<file path="src/rtl/sound_request_scheduler_pkg.sv">
// ============================================================================
// Module  : sound_pkg
// Brief   : Shared types and constants for the sound request scheduler.
// Revision: 1.0 - initial release
// ============================================================================
`default_nettype none

package sound_pkg;

  localparam int NUM_SOUNDS = 6;
  localparam int DUR_W      = 10;

  typedef enum logic [2:0] {
    HOLE         = 3'd0,
    BALL_TO_BALL = 3'd1,
    BORDER       = 3'd2,
    KEY_ENTER    = 3'd3,
    KEY_X        = 3'd4,
    KEY_Y        = 3'd5
  } sound_id_t;

  typedef enum logic [1:0] {
    IDLE = 2'd0,
    PLAY = 2'd1,
    GAP  = 2'd2
  } sched_state_t;

  // Tone lengths in ms, indexed by sound_id_t.
  localparam logic [DUR_W-1:0] DUR_MS [NUM_SOUNDS] = '{
    10'd400, 10'd60, 10'd80, 10'd150, 10'd40, 10'd40
  };

  // Range-safe lookup: ids outside 0..5 map to zero.
  function automatic logic [DUR_W-1:0] dur_ms_of(input logic [2:0] id);
    dur_ms_of = '0;
    for (int i = 0; i < NUM_SOUNDS; i++) begin
      if (id == 3'(i)) dur_ms_of = DUR_MS[i];
    end
  endfunction

endpackage

`default_nettype wire

</file>
<file path="src/rtl/sound_request_scheduler_if.sv">
// ============================================================================
// Module  : sound_request_scheduler_if
// Brief   : Request/status bundle between request mapping and the scheduler.
// Revision: 1.0 - initial release
// ============================================================================
`default_nettype none

interface sound_request_scheduler_if;
  import sound_pkg::*;

  logic [NUM_SOUNDS-1:0] req;
  logic                  mute;
  logic                  soundEnable;
  logic [2:0]            toneIdx;
  logic                  busy;
  logic [NUM_SOUNDS-1:0] pending;

  modport master (
    output req, mute,
    input  soundEnable, toneIdx, busy, pending
  );

  modport slave (
    input  req, mute,
    output soundEnable, toneIdx, busy, pending
  );

endinterface

`default_nettype wire

</file>
<file path="src/rtl/sound_request_scheduler_priority_encoder.sv">
// ============================================================================
// Module  : sound_priority_encoder
// Brief   : Fixed-priority picker, lowest set index wins; one-hot mask out.
// Revision: 1.0 - initial release
// ============================================================================
`default_nettype none

module sound_priority_encoder
  import sound_pkg::*;
(
  input  logic [NUM_SOUNDS-1:0] vec_i,
  output logic [2:0]            idx_o,
  output logic                  valid_o,
  output logic [NUM_SOUNDS-1:0] mask_o
);

  assign valid_o = |vec_i;
  // Two's-complement trick isolates the lowest set bit.
  assign mask_o  = vec_i & (~vec_i + 1'b1);

  always_comb begin
    idx_o = 3'd0;
    for (int i = NUM_SOUNDS - 1; i >= 0; i--) begin
      if (vec_i[i]) idx_o = 3'(i);
    end
  end

endmodule

`default_nettype wire

</file>
<file path="src/rtl/sound_request_scheduler.sv">
// ============================================================================
// Module  : sound_request_scheduler
// Brief   : Serialises six audio request strobes onto one tone generator.
//           Optional abort-on-higher-priority behaviour: SOUND_PREEMPT_EN.
// Revision: 1.0 - initial release
// ============================================================================
`default_nettype none

module sound_request_scheduler
  import sound_pkg::*;
#(
  parameter int TICK_DIV = 50000,
  parameter int GAP_MS   = 20
) (
  input  logic                        clk,
  input  logic                        reset,
  sound_request_scheduler_if.slave    bus
);

  localparam int PW = (TICK_DIV > 1) ? $clog2(TICK_DIV) : 1;

  sched_state_t          state_q, state_d;
  logic [NUM_SOUNDS-1:0] pending_q, pending_d;
  logic [2:0]            tone_q, tone_d;
  logic [DUR_W-1:0]      dur_q, dur_d;
  logic [PW-1:0]         presc_q, presc_d;
  logic                  sound_en_q, sound_en_d;
  logic                  busy_q, busy_d;

  logic [2:0]            win_idx;
  logic                  win_valid;
  logic [NUM_SOUNDS-1:0] win_mask;
  logic                  grant_en;
  logic                  tick;

  sound_priority_encoder u_prio (
    .vec_i   (pending_q),
    .idx_o   (win_idx),
    .valid_o (win_valid),
    .mask_o  (win_mask)
  );

  assign tick = (presc_q == PW'(TICK_DIV - 1));

  always_comb begin
    grant_en = 1'b0;
    if (!bus.mute && win_valid) begin
      if (state_q == IDLE) begin
        grant_en = 1'b1;
      end
`ifdef SOUND_PREEMPT_EN
      else if (win_idx < tone_q) begin
        grant_en = 1'b1;
      end
`endif
    end
  end

  always_comb begin
    state_d    = state_q;
    tone_d     = tone_q;
    dur_d      = dur_q;
    presc_d    = '0;
    sound_en_d = sound_en_q;
    busy_d     = busy_q;
    pending_d  = (pending_q & ~(grant_en ? win_mask : '0)) | bus.req;

    if (state_q == PLAY || state_q == GAP) begin
      presc_d = tick ? '0 : presc_q + PW'(1);
      if (tick) begin
        // Final tick of the current phase: a count of 1 here reaches 0.
        if (dur_q <= DUR_W'(1)) begin
          presc_d = '0;
          if (state_q == PLAY) begin
            state_d    = GAP;
            dur_d      = DUR_W'(GAP_MS);
            sound_en_d = 1'b0;
          end else begin
            state_d = IDLE;
            dur_d   = '0;
            busy_d  = 1'b0;
          end
        end else begin
          dur_d = dur_q - DUR_W'(1);
        end
      end
    end

    if (grant_en) begin
      state_d    = PLAY;
      tone_d     = win_idx;
      dur_d      = dur_ms_of(win_idx);
      presc_d    = '0;
      sound_en_d = 1'b1;
      busy_d     = 1'b1;
    end

    if (bus.mute) begin
      state_d    = IDLE;
      pending_d  = '0;
      dur_d      = '0;
      presc_d    = '0;
      sound_en_d = 1'b0;
      busy_d     = 1'b0;
    end
  end

  always_ff @(posedge clk or posedge reset) begin
    if (reset) begin
      state_q    <= IDLE;
      pending_q  <= '0;
      tone_q     <= '0;
      dur_q      <= '0;
      presc_q    <= '0;
      sound_en_q <= 1'b0;
      busy_q     <= 1'b0;
    end else begin
      state_q    <= state_d;
      pending_q  <= pending_d;
      tone_q     <= tone_d;
      dur_q      <= dur_d;
      presc_q    <= presc_d;
      sound_en_q <= sound_en_d;
      busy_q     <= busy_d;
    end
  end

  assign bus.soundEnable = sound_en_q;
  assign bus.toneIdx     = tone_q;
  assign bus.busy        = busy_q;
  assign bus.pending     = pending_q;

endmodule

`default_nettype wire

</file>
<file path="src/flat_wrapper.sv">
// flat-port wrapper written by rule: the top's interface ports become plain ports
module sound_request_scheduler_flat import sound_pkg::*;
#(
  parameter int TICK_DIV = 50000,
  parameter int GAP_MS   = 20
)
  (clk, reset, bus_req, bus_mute, bus_soundEnable, bus_toneIdx, bus_busy, bus_pending);
  sound_request_scheduler_if bus_i ();
  input  logic clk;
  input  logic reset;
  input wire logic [$bits(bus_i.req)-1:0] bus_req;
  input wire logic [$bits(bus_i.mute)-1:0] bus_mute;
  output wire logic [$bits(bus_i.soundEnable)-1:0] bus_soundEnable;
  output wire logic [$bits(bus_i.toneIdx)-1:0] bus_toneIdx;
  output wire logic [$bits(bus_i.busy)-1:0] bus_busy;
  output wire logic [$bits(bus_i.pending)-1:0] bus_pending;
  assign bus_i.req = bus_req;
  assign bus_i.mute = bus_mute;
  assign bus_soundEnable = bus_i.soundEnable;
  assign bus_toneIdx = bus_i.toneIdx;
  assign bus_busy = bus_i.busy;
  assign bus_pending = bus_i.pending;
  sound_request_scheduler #(.TICK_DIV(TICK_DIV), .GAP_MS(GAP_MS)) u_core (.clk(clk), .reset(reset), .bus(bus_i));
endmodule
</file>
<file path="config.mk">
export PLATFORM = sky130hd
export DESIGN_NAME = sound_request_scheduler_flat
export DESIGN_NICKNAME = d
export VERILOG_FILES = /design/src/rtl/sound_request_scheduler_pkg.sv /design/src/rtl/sound_request_scheduler_if.sv /design/src/rtl/sound_request_scheduler_priority_encoder.sv /design/src/rtl/sound_request_scheduler.sv /design/src/flat_wrapper.sv
export SDC_FILE = /design/constraint.sdc
export NUM_CORES = 1
export LEC_CHECK = 0
export ABC_AREA = 1
export CAP_MARGIN = 20
export CORE_ASPECT_RATIO = 0.5
export CORE_MARGIN = 5
export CORE_UTILIZATION = 30
export DETAILED_ROUTE_END_ITERATION = 8
export SYNTH_ARGS = -nofsm -noshare
export SYNTH_HDL_FRONTEND = slang
export SYNTH_SLANG_ARGS = --single-unit
</file>
<file path="constraint.sdc">
create_clock -name clk -period 2.8 [get_ports clk]
set_clock_uncertainty 0.1 [all_clocks]
set_input_delay 0.84 -clock clk [delete_from_list [all_inputs] [get_ports clk]]
set_output_delay 0.84 -clock clk [all_outputs]
set_load 0.02 [all_outputs]
</file>
==> flow_metrics.py, run 1 <==
metrics = {
    "status": {
        "status": "finished clean",
    },
    "clocking": {
        "cts-buffers-inserted": 5,
        "cts_setup_buffers": 0,
        "cts_resized": 0,
        "root_buffer": "clkbuf_16",
        "cts.sinks": 39,
        "ctsHoldBuffers": 0,
        "path_clk_slew_ps": 60,
        "clkLatencyLatePin_ps": 280,
        "cts_max_level": 2,
        "cts_tree": "yes",
        "clockBufferDepth": 2,
    },
    "timing": {
        "slew_headroom": 0.670,
        "finalSetupViolCount": 0,
        "fin_crit_ps": 2350,
        "min_period_over_period": 0.840,
        "timing.fmax_ghz": 0.425,
        "setup_tns_ps": 0,
        "report.final.hold_viol_count": 0,
        "worst_pin_slew_ps": 495,
        "rsz0062_at_grt": "false",
        "slew_violations": 0,
    },
    "floorplanning": {
        "start_util": 0.310,
        "dieArea_um2": 9540,
        "core-area_um2": 7350,
        "die_w_um": 133,
        "ios": 20,
        "rows": 22,
        "die_y_um": 71.6,
    },
    "setup_path": {
        "crit_chain": "clkdlybuf4s50_1",
        "rr_worst_depth": 9,
        "crit_family": "buffers and inverters",
        "reg2reg_slack_ps": 930,
        "rr_endpoint": "u_core.bus.busy$_DFFE_PP0P_",
        "crit_slowest_cell": "clkdlybuf4s50_1",
        "cp_slowest_stage_delay_ps": 660,
        "crit_path_max_fanout": 6,
        "critPathArrivalTime_ps": 1410,
        "crit_buf_inv": 1,
        "crit_path_end_kind": "primary output",
        "critical_path_class": "flop to primary output",
        "required_ps": 1860,
        "r2r_start": "u_core.dur_q[0]$_DFFE_PP0P_",
        "start_kind": "flop",
    },
    "run": {
        "max_cap_violations": 0,
    },
    "route": {
        "initialDrtViolationCount": 93,
        "wl_per_cell_um": 11.3,
        "antenna_left": 0,
        "num_vias": 1975,
        "drc": 0,
        "dr.pass1.iters": 4,
        "viasPerCell": 4.50,
        "wirelength_mm": 4.96,
    },
    "min_path": {
        "whs_endpoint": "u_core.presc_q[0]$_DFF_PP0_",
        "worstHoldStart": "u_core.presc_q[0]$_DFF_PP0_",
        "holdPathStages": 1,
        "hold_path.class": "flop to flop",
    },
    "logic_synthesis": {
        "seq_area_frac_synth": 0.429,
        "syn_area_um2": 2280,
        "syn_nets": 331,
        "syn_inst": 316,
        "synth_cell_type_count": 29,
        "ys_warn_count": 0,
        "syn_area_per_cell_um2": 7.21,
        "ys_ff_latch": 39,
    },
    "place": {
        "io_buffers": 19,
        "dp_hpwl_mm": 3.71,
        "routabilityCongestion": 0.852,
    },
    "global_routing": {
        "track_usage": 0.111,
        "antenna_found_initial": 0,
        "grt_max_degree": 40,
        "grt_pass1_vias": 1887,
        "grt_pass1_wl_mm": 8.69,
        "overflow": 0,
    },
    "power": {
        "power_w": 0.00246,
        "vdd_drop_max_mv": 0.275,
        "p_leak_nw": 1.37,
        "cellPowerDensity_nw_per_um2": 889,
    },
    "final_layout": {
        "nNetsFinal": 357,
        "area_delta_synth_final_pct": 21.6,
        "drive_above_1_share": 0.0816,
        "n_antenna_cell": 0,
    },
}
per-stage QoR:
step	std cells	utilization	hold WS (ps)	setup WS, ps	instance area, µm²
floorplan	316	-	325	943	2280
global placement	431	0.353	360	449	2600
detailed placement	431	0.353	362	419	2600
CTS	439	0.377	370	430	2770
global route	439	0.377	411	382	2770
finish	439	0.377	373	448	2770
layout by cell type, fill, tap and decap left out, types with 5 or more instances in the layout:
cell type	instances
nand3_1	31
dfrtp_1	39
nor2_1	45
o21ai_0	5
nand2_1	91
ha_1	6
clkbuf_16	5
inv_1	40
o21ai_1	5
a21oi_1	12
clkdlybuf4s50_1	19
nand4_1	5
Yosys cell counts (all sizes together):
library cell,instances,area [µm²]
dfrtp,39,976
buf,1,5.00
nand2,95,367
and2,1,6.26
nor3,4,30.0
ha,6,75.1
inv,43,161
xnor2,2,17.5
nand3,32,165
nor2,48,198
o22ai,2,12.5
or2,2,12.5
clkbuf,2,7.51
nand4,5,31.3
a21oi,14,85.1
o21bai,4,30.0
a31oi,1,6.26
xor2,4,35.0
and3,1,6.26
o21ai,10,50.0
sequential cells by signal, summed over array words and instances (netlist names):
register and flops:
u_core.dur_q 10, u_core.bus.busy 1, u_core.bus.toneIdx 3, u_core.bus.pending 6
u_core.state_q 2, u_core.presc_q 16, u_core.bus.soundEnable 1
worst max-delay path by stage:
| stage | from | endpoint | cells past startpoint |
|---|---|---|---|
| 4_1_cts | u_core.bus.pending[0]$_DFF_PP0_ | bus_pending[0] | 1 |
| 6_report | u_core.bus.pending[0]$_DFF_PP0_ | bus_pending[0] | 1 |
| 3_3_place_gp | bus_mute | u_core.presc_q[8]$_DFF_PP0_ | 7 |
| 5_1_grt | u_core.bus.pending[0]$_DFF_PP0_ | bus_pending[0] | 1 |
| 2_1_floorplan | bus_mute | u_core.bus.busy$_DFFE_PP0P_ | 6 |
| 3_5_place_dp | bus_mute | u_core.presc_q[8]$_DFF_PP0_ | 7 |
kinds of logic after synthesis:
family,Yosys count,share of synthesized area
AND/OR/NAND/NOR,188,0.358
buffers and inverters,46,0.0764
flip-flops,39,0.429
AO/OA/AOI/OAI,31,0.0808
XOR/XNOR,6,0.0231
adder cells (fa/ha/maj),6,0.0330
power breakdown:
part | internal (W) | switching [W]
Combinational | 0.000384 | 0.000655
Clock | 0.000425 | 0.000235
Sequential | 0.000671 | 0.0000927
layout make-up:
cell class | instances | area (µm²)
Clock inverter | 3 | 47.5
Inverter | 43 | 161
Sequential cell | 39 | 976
Multi-Input combinational cell | 231 | 1130
Tap cell | 96 | 120
Fill cell | 756 | 4580
Clock buffer | 5 | 125
Timing Repair Buffer | 22 | 213
per-layer routing:
layer	up-vias	GRT usage	share of wire
li1	1052	-	-
met1	897	0.143	0.50
met2	21	0.185	0.47
met3	5	0.0259	0.030
met4	0	0.0342	0.0087
met5	-	0	0
(Power assumes the default switching activity.)
==> run 2: changes to the inputs <==
==> constraint.sdc (replaced) <==
create_clock -name clk -period 2 [get_ports clk]
set_clock_uncertainty 0.1 [all_clocks]
set_input_delay 0.6 -clock clk [delete_from_list [all_inputs] [get_ports clk]]
set_output_delay 0.6 -clock clk [all_outputs]
set_load 0.02 [all_outputs]
==> flow_metrics.py, run 2 (synthesis results as in run 1) <==
metrics = {
    "route": {
        "wirelength_mm": 4.97,
        "initialDrtViolationCount": 96,
        "wl_per_cell_um": 11.1,
        "viasPerCell": 4.42,
        "dr.pass1.iters": 4,
        "drc": 0,
        "num_vias": 1981,
        "antenna_left": 0,
    },
    "power": {
        "switching_power_w": 0.00134,
        "p_sw_frac": 0.404,
        "p_comb_frac": 0.452,
        "vdd_drop_max_mv": 0.354,
        "internal-power_w": 0.00198,
        "power.clock.fraction": 0.229,
        "p_leak_nw": 1.44,
        "cellPowerDensity_nw_per_um2": 1180,
        "power_frac_seq": 0.319,
    },
    "setup_path": {
        "crit_buf_inv": 1,
        "crit_path_end_kind": "primary output",
        "crit_chain": "clkdlybuf4s50_1",
        "required_ps": 1300,
        "critPathArrivalTime_ps": 1240,
        "cp_slowest_stage_delay_ps": 610,
        "crit_slowest_cell": "clkdlybuf4s50_1",
        "start_kind": "flop",
        "crit_family": "buffers and inverters",
        "crit_path_max_fanout": 2,
        "critical_path_class": "flop to primary output",
    },
    "clocking": {
        "path_clk_slew_ps": 60,
        "cts_tree": "yes",
        "cts_setup_buffers": 0,
        "cts-buffers-inserted": 5,
        "cts.sinks": 39,
        "root_buffer": "clkbuf_16",
        "clockBufferDepth": 2,
        "ctsHoldBuffers": 0,
        "clkLatencyLatePin_ps": 280,
        "cts_max_level": 2,
    },
    "global_routing": {
        "antenna_found_initial": 0,
        "track_usage": 0.112,
        "overflow": 0,
        "grt_max_degree": 40,
        "grt_pass1_vias": 1979,
        "grt_pass1_wl_mm": 8.94,
    },
    "final_layout": {
        "drive_above_1_share": 0.102,
        "nFillCells": 755,
        "final_core_util": 0.384,
        "n_antenna_cell": 0,
        "stdcell_count": 448,
        "area_delta_synth_final_pct": 23.8,
        "final_common_cell": "nand2_1",
        "nNetsFinal": 366,
        "largest_reg_flops": 16,
        "mostFrequentLayoutCells": "91 x nand2_1, 45 x nor2_1, 40 x inv_1, 39 x dfrtp_1, 31 x nand3_1",
        "largest_register": "u_core.presc_q",
    },
    "place": {
        "placed_cells": 440,
        "pre_cts_ws_ps": -59.9,
        "routabilityCongestion": 0.902,
        "dp_hpwl_mm": 3.77,
        "io_buffers": 19,
    },
    "floorplanning": {
        "rows": 22,
        "ios": 20,
        "start_util": 0.310,
        "die_w_um": 133,
        "core-area_um2": 7350,
        "die_y_um": 71.6,
        "dieArea_um2": 9540,
    },
    "timing": {
        "timing.fmax_ghz": 0.515,
        "setup_tns_ps": 0,
        "min_period_over_period": 0.972,
        "fin_crit_ps": 1940,
        "slew_headroom": 0.783,
        "worst_pin_slew_ps": 325,
        "report.final.hold_viol_count": 0,
        "slew_violations": 0,
        "finalSetupViolCount": 0,
        "holdWs_ps": 353,
        "rsz0062_at_grt": "false",
        "worst_slack_ps": 56.6,
    },
    "min_path": {
        "hold_path.class": "flop to flop",
    },
    "status": {
        "status": "finished clean",
    },
    "run": {
        "max_cap_violations": 0,
    },
}
[run 2: cell types whose count changed in the layout (fill, tap and decap cells not counted), moves of 2 or more]
| cell | previous run | this run |
|---|---|---|
| buf_4 | 3 | 11 |
| clkdlybuf4s50_1 | 19 | 14 |
| dlygate4sd2_1 | 0 | 3 |
| dlymetal6s2s_1 | 0 | 2 |
[run 2: cell type report]
type / count / area [µm²] / area share
Clock buffer: 6 / 129 / 0.0457
Clock inverter: 2 / 12.5 / 0.00444
Inverter: 43 / 161 / 0.0572
Multi-Input combinational cell: 231 / 1130 / 0.400
Sequential cell: 39 / 976 / 0.346
Tap cell: 96 / 120 / 0.0426
Timing Repair Buffer: 31 / 294 / 0.104
[run 2: worst paths after layout]
path,from,endpoint,slack (ps),depth (start not counted)
setup / recovery,u_core.bus.toneIdx[0]$_DFFE_PP0P_,bus_toneIdx[0],60,1
hold / removal,u_core.presc_q[0]$_DFF_PP0_,u_core.presc_q[0]$_DFF_PP0_,350,1
setup reg to reg,u_core.dur_q[0]$_DFFE_PP0P_,u_core.bus.soundEnable$_DFFE_PP0P_,220,9
hold reg to reg,u_core.presc_q[0]$_DFF_PP0_,u_core.presc_q[0]$_DFF_PP0_,350,1
max in group asynchronous,reset,u_core.dur_q[0]$_DFFE_PP0P_,1030,3
min in group asynchronous,reset,u_core.presc_q[1]$_DFF_PP0_,580,3
[run 2: power groups by stage]
| stage | clock network (W) | logic [W] | registers [W] |
|---|---|---|---|
| after floorplan | 0 | 0.00101 | 0.00112 |
| after global placement | 0 | 0.00152 | 0.00107 |
| after detailed placement | 0 | 0.00152 | 0.00107 |
| after CTS | 0.000785 | 0.00152 | 0.00106 |
| after global routing | 0.000822 | 0.00173 | 0.00108 |
| final | 0.000758 | 0.00150 | 0.00106 |
[run 2: routing by layer]
| layer | part of all wire | global-route usage | wire length [µm] | vias up |
|---|---|---|---|---|
| li1 | - | - | - | 1068 |
| met1 | 0.51 | 0.148 | 2520 | 901 |
| met2 | 0.47 | 0.188 | 2350 | 8 |
| met3 | 0.011 | 0.0245 | 56 | 4 |
| met4 | 0.0082 | 0.0319 | 41 | 0 |
| met5 | 0 | 0 | 0 | - |
[run 2: stage by stage]
step                total power, W  cell area [µm²]
floorplan                  0.00213             2280
global placement           0.00259             2680
detailed placement         0.00259             2680
CTS                        0.00337             2820
global route               0.00363             2820
finish                     0.00331             2820
[run 2: repair_timing]
| item | in CTS | in global routing |
|---|---|---|
| resized for setup | 3 | 2 |
| pin swaps | 0 | 0 |
| endpoints found under the setup margin | 3 | 2 |
==> run 3: changes to the inputs <==
--- a/config.mk
+++ b/config.mk
@@ -11,6 +11,8 @@
 export CORE_MARGIN = 5
 export CORE_UTILIZATION = 30
 export DETAILED_ROUTE_END_ITERATION = 8
+export RECOVER_POWER = 25
+export SLEW_MARGIN = 20
 export SYNTH_ARGS = -nofsm -noshare
 export SYNTH_HDL_FRONTEND = slang
 export SYNTH_SLANG_ARGS = --single-unit
==> flow_metrics.py, run 3 (synthesis results as in run 1) <==
metrics = {
    "floorplanning": {
        "core-area_um2": 7350,
        "ios": 20,
        "rows": 22,
        "die_y_um": 71.6,
        "dieArea_um2": 9540,
        "die_w_um": 133,
        "start_util": 0.310,
    },
    "route": {
        "initialDrtViolationCount": 96,
        "wl_per_cell_um": 11.1,
        "num_vias": 1981,
        "drc": 0,
        "wirelength_mm": 4.97,
        "antenna_left": 0,
        "viasPerCell": 4.42,
        "dr.pass1.iters": 4,
    },
    "timing": {
        "finalSetupViolCount": 0,
        "slew_headroom": 0.351,
        "worst_pin_slew_ps": 973,
        "setup_tns_ps": 0,
        "fin_crit_ps": 1940,
        "rsz0062_at_grt": "false",
        "slew_violations": 0,
        "min_period_over_period": 0.972,
        "timing.fmax_ghz": 0.515,
        "report.final.hold_viol_count": 0,
    },
    "setup_path": {
        "crit_family": "buffers and inverters",
        "critPathArrivalTime_ps": 1240,
        "crit_path_end_kind": "primary output",
        "crit_path_max_fanout": 2,
        "cp_slowest_stage_delay_ps": 610,
        "crit_buf_inv": 1,
        "crit_slowest_cell": "clkdlybuf4s50_1",
        "critical_path_class": "flop to primary output",
        "critPathLaunch": "u_core.bus.toneIdx[0]$_DFFE_PP0P_",
        "cp_num_cells": 1,
        "required_ps": 1300,
        "crit_chain": "clkdlybuf4s50_1",
        "r2r_start": "u_core.dur_q[0]$_DFFE_PP0P_",
        "reg2reg_slack_ps": 220,
        "rr_endpoint": "u_core.bus.soundEnable$_DFFE_PP0P_",
        "rr_worst_depth": 9,
        "start_kind": "flop",
        "crit_end": "bus_toneIdx[0]",
    },
    "clocking": {
        "clockBufferDepth": 2,
        "cts_setup_buffers": 0,
        "path_clk_slew_ps": 60,
        "cts.sinks": 39,
        "cts_max_level": 2,
        "clkLatencyLatePin_ps": 280,
        "cts_tree": "yes",
        "root_buffer": "clkbuf_16",
        "cts-buffers-inserted": 5,
    },
    "final_layout": {
        "n_antenna_cell": 0,
        "largest_register": "u_core.presc_q",
        "drive_above_1_share": 0.102,
        "mostFrequentLayoutCells": "91 x nand2_1, 45 x nor2_1, 40 x inv_1, 39 x dfrtp_1, 31 x nand3_1",
        "area_delta_synth_final_pct": 23.2,
        "largest_reg_flops": 16,
        "final_core_util": 0.382,
        "final_common_cell": "nand2_1",
        "nNetsFinal": 366,
    },
    "run": {
        "max_cap_violations": 0,
    },
    "global_routing": {
        "overflow": 0,
        "track_usage": 0.112,
        "grt_max_degree": 40,
        "grt_pass1_vias": 1979,
        "grt_pass1_wl_mm": 8.94,
        "antenna_found_initial": 0,
    },
    "power": {
        "p_leak_nw": 1.43,
        "vdd_drop_max_mv": 0.354,
        "cellPowerDensity_nw_per_um2": 1180,
    },
    "place": {
        "dp_hpwl_mm": 3.77,
        "io_buffers": 19,
        "routabilityCongestion": 0.902,
    },
    "status": {
        "status": "finished clean",
    },
    "min_path": {
        "hold_path.class": "flop to flop",
    },
}
[run 3: cell count changes in the layout (fill, tap and decap cells not counted), sizes merged]
| cell | change |
|---|---|
| buf | -1 |
| clkbuf | +1 |
[run 3: final cells by class]
type	instances	area, µm²
fillers	757	4540
multi-input cells	231	1130
flip-flops and latches	39	976
repair buffers	31	279
inverters	43	161
clock buffers	6	129
well taps	96	120
clock inverters	2	12.5
[run 3: repair_timing]
item / 4_1_cts / 5_1_grt
setup endpoints to repair: 3 / 2
hold buffers: 0 / 0
pin swaps: 0 / 0
resized for setup: 3 / 2
hold endpoints to repair: 0 / 0
[run 3: layer usage]
layer	GRT usage	share of wire	vias to the layer above	routed length (µm)
li1	-	-	1068	-
met1	0.148	0.51	901	2520
met2	0.188	0.47	8	2350
met3	0.0245	0.011	4	56
met4	0.0319	0.0083	0	41
met5	0	0	-	0
[run 3: power by group]
| group | internal [W] | switching, W | total [W] |
|---|---|---|---|
| sequential | 0.000940 | 0.000117 | 0.00106 |
| combinational | 0.000572 | 0.000922 | 0.00149 |
| clock | 0.000460 | 0.000299 | 0.000758 |
[run 3: how the worst min path moves through the flow]
stage                                            from                           to  cells after the start
after floorplan           u_core.presc_q[0]$_DFF_PP0_  u_core.presc_q[0]$_DFF_PP0_                      1
after global placement    u_core.presc_q[0]$_DFF_PP0_  u_core.presc_q[0]$_DFF_PP0_                      1
after detailed placement  u_core.presc_q[0]$_DFF_PP0_  u_core.presc_q[0]$_DFF_PP0_                      1
after CTS                 u_core.presc_q[0]$_DFF_PP0_  u_core.presc_q[0]$_DFF_PP0_                      1
after global routing      u_core.presc_q[0]$_DFF_PP0_  u_core.presc_q[0]$_DFF_PP0_                      1
final                     u_core.presc_q[0]$_DFF_PP0_  u_core.presc_q[0]$_DFF_PP0_                      1
[run 3: stage by stage]
step / cells / total power (W) / hold WS (ps) / instance area [µm²] / setup WS [ps]
6_report: 448 / 0.00331 / 353 / 2810 / 56.6
5_1_grt: 448 / 0.00363 / 387 / 2810 / 25.6
4_1_cts: 448 / 0.00337 / 360 / 2820 / 0.823
3_5_place_dp: 440 / 0.00259 / 352 / 2680 / -59.9
3_3_place_gp: 440 / 0.00259 / 358 / 2680 / -9.13
2_1_floorplan: 316 / 0.00213 / 325 / 2280 / 383
